**config.mk**
```make
export PLATFORM = sky130hd
export DESIGN_NAME = reg_file_mp_flat
export DESIGN_NICKNAME = d
export VERILOG_FILES = /design/src/rtl/reg_file_mp_if.sv /design/src/rtl/reg_file_mp.sv /design/src/flat_wrapper.sv
export SDC_FILE = /design/constraint.sdc
export NUM_CORES = 1
export LEC_CHECK = 0
export ABC_AREA = 1
export CAP_MARGIN = 10
export CORE_AREA = 2 2 141 143
export DETAILED_ROUTE_END_ITERATION = 6
export DIE_AREA = 0 0 143 145
export GPL_TIMING_DRIVEN = 0
export PLACE_DENSITY = 0.69
export SYNTH_ARGS = -nofsm -noshare
export SYNTH_HDL_FRONTEND = slang
export SYNTH_SLANG_ARGS = --single-unit
```
**constraint.sdc**
```tcl
create_clock -name clk -period 8.7 [get_ports clk]
set_clock_uncertainty 0.15 [all_clocks]
set_input_delay 1.305 -clock clk [delete_from_list [all_inputs] [get_ports clk]]
set_output_delay 1.305 -clock clk [all_outputs]
set_load 0.03 [all_outputs]
```
**src/rtl/reg_file_mp_if.sv**
```systemverilog
// Bus bundle for reg_file_mp: write/select, scoreboard, clear control and packed read ports.
interface reg_file_mp_if #(
  parameter int A     = 4,
  parameter int W     = 8,
  parameter int NREAD = 2
);
  logic             Write_En;
  logic [1:0]       Src_Sel;
  logic [A-1:0]     Wr_Addr;
  logic [W-1:0]     ALU_Input;
  logic [W-1:0]     Acc_Input;
  logic [W-1:0]     Mem_Input;
  logic [NREAD*A-1:0] Rd_Addr;
  logic [NREAD*W-1:0] DataOut;
  logic [NREAD-1:0] Ready;
  logic             Pend_Set;
  logic [A-1:0]     Pend_Addr;
  logic             Clear_Req;
  logic             Clear_Busy;
  logic             Clear_Done;

  modport master (
    output Write_En, Src_Sel, Wr_Addr, ALU_Input, Acc_Input, Mem_Input,
           Rd_Addr, Pend_Set, Pend_Addr, Clear_Req,
    input  DataOut, Ready, Clear_Busy, Clear_Done
  );

  modport slave (
    input  Write_En, Src_Sel, Wr_Addr, ALU_Input, Acc_Input, Mem_Input,
           Rd_Addr, Pend_Set, Pend_Addr, Clear_Req,
    output DataOut, Ready, Clear_Busy, Clear_Done
  );
endinterface

```
**src/rtl/reg_file_mp.sv**
```systemverilog
// Multi-port register file with pending-load scoreboard and sequenced bulk clear.
// Optional write-through forwarding on read ports: define REGFILE_BYPASS_EN.
module reg_file_mp #(
  parameter int A     = 4,
  parameter int W     = 8,
  parameter int NREAD = 2
) (
  input logic          clk,
  input logic          Reset,
  reg_file_mp_if.slave bus
);
  localparam int unsigned N = 2 ** A;

  typedef enum logic [1:0] {IDLE, CLEAR, DONE} state_t;

  state_t       state, state_nxt;
  logic [W-1:0] regs [N];
  logic [N-1:0] pend;
  logic [A-1:0] idx;
  logic         busy, done;
  logic         wr_commit;
  logic [W-1:0] wr_data;

  always_comb begin
    wr_data = '0;
    case (bus.Src_Sel)
      2'b00:   wr_data = bus.ALU_Input;
      2'b01:   wr_data = bus.Acc_Input;
      2'b10:   wr_data = bus.Mem_Input;
      default: wr_data = '0;
    endcase
  end

  assign wr_commit = bus.Write_En && (bus.Src_Sel != 2'b11) && (state == IDLE);

  always_comb begin
    state_nxt = state;
    busy      = 1'b0;
    done      = 1'b0;
    case (state)
      IDLE:  if (bus.Clear_Req) state_nxt = CLEAR;
      CLEAR: begin
        busy = 1'b1;
        if (idx == '1) state_nxt = DONE;
      end
      DONE: begin
        busy      = 1'b1;
        done      = 1'b1;
        state_nxt = IDLE;
      end
      default: state_nxt = IDLE;
    endcase
  end

  assign bus.Clear_Busy = busy;
  assign bus.Clear_Done = done;

  always_ff @(posedge clk or posedge Reset) begin
    if (Reset) state <= IDLE;
    else       state <= state_nxt;
  end

  // Index only advances in CLEAR; holding it at zero elsewhere covers the load on entry.
  always_ff @(posedge clk or posedge Reset) begin
    if (Reset)               idx <= '0;
    else if (state == CLEAR) idx <= idx + A'(1);
    else                     idx <= '0;
  end

  always_ff @(posedge clk or posedge Reset) begin
    if (Reset) begin
      for (int unsigned i = 0; i < N; i++) regs[i[A-1:0]] <= '0;
      pend <= '0;
    end else if (state == CLEAR) begin
      regs[idx] <= '0;
      pend[idx] <= 1'b0;
    end else if (state == IDLE) begin
      if (wr_commit) regs[bus.Wr_Addr] <= wr_data;
      if (wr_commit && bus.Src_Sel == 2'b10) pend[bus.Wr_Addr] <= 1'b0;
      // Later assignment wins, so a same-cycle re-issue keeps the bit set.
      if (bus.Pend_Set) pend[bus.Pend_Addr] <= 1'b1;
    end
  end

  always_comb begin
    logic [A-1:0] ra;
    ra          = '0;
    bus.DataOut = '0;
    bus.Ready   = '0;
    for (int unsigned k = 0; k < NREAD; k++) begin
      ra = bus.Rd_Addr[k*A +: A];
      bus.DataOut[k*W +: W] = regs[ra];
      bus.Ready[k]          = !pend[ra] && !busy;
`ifdef REGFILE_BYPASS_EN
      if (wr_commit && !Reset && ra == bus.Wr_Addr) begin
        bus.DataOut[k*W +: W] = wr_data;
        if (bus.Src_Sel == 2'b10 && !(bus.Pend_Set && bus.Pend_Addr == ra))
          bus.Ready[k] = 1'b1;
      end
`endif
    end
  end
endmodule

```
**src/flat_wrapper.sv**
```systemverilog
// flat-port wrapper written by rule: the top's interface ports become plain ports
module reg_file_mp_flat 
#(
  parameter int A     = 4,
  parameter int W     = 8,
  parameter int NREAD = 2
)
  (clk, Reset, bus_Write_En, bus_Src_Sel, bus_Wr_Addr, bus_ALU_Input, bus_Acc_Input, bus_Mem_Input, bus_Rd_Addr, bus_Pend_Set, bus_Pend_Addr, bus_Clear_Req, bus_DataOut, bus_Ready, bus_Clear_Busy, bus_Clear_Done);
  reg_file_mp_if #(.A(A), .W(W), .NREAD(NREAD)) bus_i ();
  input logic clk;
  input logic Reset;
  input wire logic [$bits(bus_i.Write_En)-1:0] bus_Write_En;
  input wire logic [$bits(bus_i.Src_Sel)-1:0] bus_Src_Sel;
  input wire logic [$bits(bus_i.Wr_Addr)-1:0] bus_Wr_Addr;
  input wire logic [$bits(bus_i.ALU_Input)-1:0] bus_ALU_Input;
  input wire logic [$bits(bus_i.Acc_Input)-1:0] bus_Acc_Input;
  input wire logic [$bits(bus_i.Mem_Input)-1:0] bus_Mem_Input;
  input wire logic [$bits(bus_i.Rd_Addr)-1:0] bus_Rd_Addr;
  input wire logic [$bits(bus_i.Pend_Set)-1:0] bus_Pend_Set;
  input wire logic [$bits(bus_i.Pend_Addr)-1:0] bus_Pend_Addr;
  input wire logic [$bits(bus_i.Clear_Req)-1:0] bus_Clear_Req;
  output wire logic [$bits(bus_i.DataOut)-1:0] bus_DataOut;
  output wire logic [$bits(bus_i.Ready)-1:0] bus_Ready;
  output wire logic [$bits(bus_i.Clear_Busy)-1:0] bus_Clear_Busy;
  output wire logic [$bits(bus_i.Clear_Done)-1:0] bus_Clear_Done;
  assign bus_i.Write_En = bus_Write_En;
  assign bus_i.Src_Sel = bus_Src_Sel;
  assign bus_i.Wr_Addr = bus_Wr_Addr;
  assign bus_i.ALU_Input = bus_ALU_Input;
  assign bus_i.Acc_Input = bus_Acc_Input;
  assign bus_i.Mem_Input = bus_Mem_Input;
  assign bus_i.Rd_Addr = bus_Rd_Addr;
  assign bus_i.Pend_Set = bus_Pend_Set;
  assign bus_i.Pend_Addr = bus_Pend_Addr;
  assign bus_i.Clear_Req = bus_Clear_Req;
  assign bus_DataOut = bus_i.DataOut;
  assign bus_Ready = bus_i.Ready;
  assign bus_Clear_Busy = bus_i.Clear_Busy;
  assign bus_Clear_Done = bus_i.Clear_Done;
  reg_file_mp #(.A(A), .W(W), .NREAD(NREAD)) u_core (.clk(clk), .Reset(Reset), .bus(bus_i));
endmodule
```
==> results_dict.tcl <==
set metrics [dict create \
    synth_cell_types 36 \
    worst_slew_pin_slew_ns 0.8425 \
    avgSynthCellArea_sq_um 7.073 \
    first_pass_iters 6 \
    ys_seq_area_frac 0.3969 \
    synthArstFlopShare 1.000 \
    fmax_mhz 182.2 \
    yosysWarnings 0 \
    layout.nets 1472 \
    timing.setup.tns_ns 0 \
    wl_per_cell_microns 22.14 \
    n_fill_cell 1898 \
    netlist_top_cells_area "dfrtp_1 40%, nand2_1 14%, o21ai_0 11%" \
    ctsHoldBuffers 0 \
    initialDrtViolationCount 1429 \
    finalCritPeriodShare 0.6309 \
    ys_ff_latch 150 \
    critical_path_class "in2out" \
    drive_above_1_share 0.1007 \
    yosys-top-cells-count "341 x nand2_1, 207 x o21ai_0, 166 x nand3_1" \
    finalHoldViolCount 0 \
    gp_congestion 1.095 \
    num_rows 51 \
    postSynthCellCount 1337 \
    drt-total-wl_microns 37530 \
    synth_edf_count 0 \
    drv_slew 0 \
    htreeDepth 4 \
    area_delta_synth_final_pct 16.09 \
    synth_area_sq_um 9457 \
    core_area_sq_um 19210 \
    drtAntennaViolNets 0 \
    vias_per_cell 6.012 \
    period_needed_ns 5.489 \
    place_hpwl_microns 27820 \
    cts_tree "built" \
    first_global_vias 9347 \
    synth-main-ff-cell "dfrtp_1" \
    synth_top_area_frac 0.3969 \
    dieArea_sq_um 20740 \
    setup_viol 0 \
    arrival_ns 4.03 \
    grt.overflow.total 0 \
    grt_usage 0.3703 \
    crit_slowest_cell "clkdlybuf4s50_1" \
    required_ns 7.24 \
    grt_max_degree 95 \
    start_util 0.4923 \
    numCtsBuffers 17 \
    routed-via-count 10190 \
    cts_resized 0 \
    ir_worst_vdd_uv 193.1 \
    rsz0062_at_grt "false" \
    slew_headroom 0.4353 \
    clock-root-buffer "clkbuf_16" \
    path_max_fanout 10 \
    path_clk_slew_ns 0.06 \
    outcome "finished, final reports clean" \
    cts.path.max_buffers 2 \
    portBuffers 60 \
    p_total_w 0.002828 \
    min_path_type "reg2reg" \
    max_stage_delay_ns 0.69 \
    synthesis.nets 1392 \
    grt_pass1_wl_microns 56750 \
    antenna_found_initial 0 \
    drv_cap 0 \
    clock_sinks 150 \
    die_y_microns 145 \
    diodes 0 \
    dieWidth_microns 143 \
    clock_latency_ns 0.44 \
    cp-start-kind "primary input" \
    cp_cell_sequence "clkdlybuf4s50_1 > buf_2 > clkbuf_1 > o21ai_0 > nand3_1 > nand3_1 > nand2_1 > clkdlybuf4s50_1" \
    num_io_pins 67 \
    synth.most_common_cell "nand2_1" \
    drc 0 \
    power.density_nw_per_um2 257.6 \
    p_leak_nw 5.077 \
    yosysTopAreaCell "dfrtp_1" \
    endpoint_kind "primary output" \
    cts_setup_buffers 0 \
]
## cell type report
class	instances	area, sq um	area share
multi-input cells	957	4736	0.4314
flip-flops and latches	150	3754	0.3419
repair buffers	61	628.1	0.05721
inverters	149	564.3	0.05140
clock buffers	19	442.9	0.04035
plain buffers	81	407.9	0.03716
well taps	265	331.6	0.03020
clock inverters	13	113.9	0.01037
## through the flow
step / hold slack (ns) / setup slack (ns) / cells / instance area, sq um / util
after detailed placement: 0.3093 / 3.371 / 1663 / 10420 / 0.5426
after global routing: 0.3557 / 3.177 / 1695 / 10980 / 0.5716
after CTS: 0.3259 / 3.365 / 1695 / 10980 / 0.5716
after floorplan: 0.2912 / 3.209 / 1337 / 9457 / -
after global placement: 0.3066 / 1.147 / 1662 / 10390 / 0.5409
final: 0.3224 / 3.211 / 1695 / 10980 / 0.5716
## placed cells by master, fill, tap and decap left out, types with 2 or more instances in the layout
cell type        count
inv_2                6
clkbuf_16           17
nand3_1            166
nor2_2               4
nand3_2             10
nor3_4               3
a21oi_2              4
inv_8                2
a21oi_1            113
nor3_1               2
clkbuf_1            27
ha_1                 8
nor3_2               5
clkinv_1             5
nor2_1              22
buf_6                3
clkinv_4             4
buf_2               34
inv_1              137
buf_1                7
and3_1               9
o211ai_1            22
o21ai_0            207
o21ai_2             27
buf_4               10
nand4_1              3
inv_6                6
dfrtp_1            150
clkdlybuf4s50_1     60
o21ai_1              2
nand2_1            341
## routing by layer
layer,part of all wire,global-route usage,wire length [microns]
met1,0.42,0.5349,15660
met2,0.41,0.5222,15530
met3,0.12,0.08779,4339
met4,0.053,0.1713,2004
met5,0,0,0
## flip-flops by register name, summed over array words and instances (netlist names)
name and flops:
u_core.idx 4, u_core.pend 16, u_core.regs 128, u_core.state 2
## cells by family (layout without fill, tap and decap cells)
logic type	after synthesis	after routing	synth area share
AO/OA/AOI/OAI	377	377	0.2182
XOR/XNOR	1	1	0.0009263
adder cells (fa/ha/maj)	8	8	0.01059
buffers and inverters	230	323	0.1023
flip-flops	150	150	0.3969
AND/OR/NAND/NOR	571	571	0.2711
## report_power, final
part | total, W | internal (W) | switching (W)
Clock | 0.000723 | 0.000382 | 0.000342
Combinational | 0.00115 | 0.000331 | 0.000817
Sequential | 0.000957 | 0.000850 | 0.000107
Total | 0.00283 | 0.00156 | 0.00126
## worst paths after layout
check / startpoint / to / slack, ns / cells past startpoint
setup / recovery: bus_Rd_Addr[4] / bus_DataOut[15] / 3.21 / 8
max in group asynchronous: Reset / u_core.regs[9]$_DFFE_PP0P_ / 6.40 / 3
hold / removal: u_core.pend[13]$_DFFE_PP0N_ / u_core.pend[13]$_DFFE_PP0N_ / 0.32 / 2
hold reg to reg: u_core.pend[13]$_DFFE_PP0N_ / u_core.pend[13]$_DFFE_PP0N_ / 0.32 / 2
min in group asynchronous: Reset / u_core.state[1]$_DFFE_PP0P_ / 1.14 / 2
setup reg to reg: u_core.state[0]$_DFFE_PP0P_ / u_core.regs[124]$_DFFE_PP0P_ / 6.38 / 7
## critical path, delay by kind of cell
family                 cells  cell delay, ns
buffers and inverters      4            1.99
and+or+nand+nor            3            0.45
AOI/OAI and AO/OA          1            0.29
No activity file was read; power rests on OpenSTA's default activity.
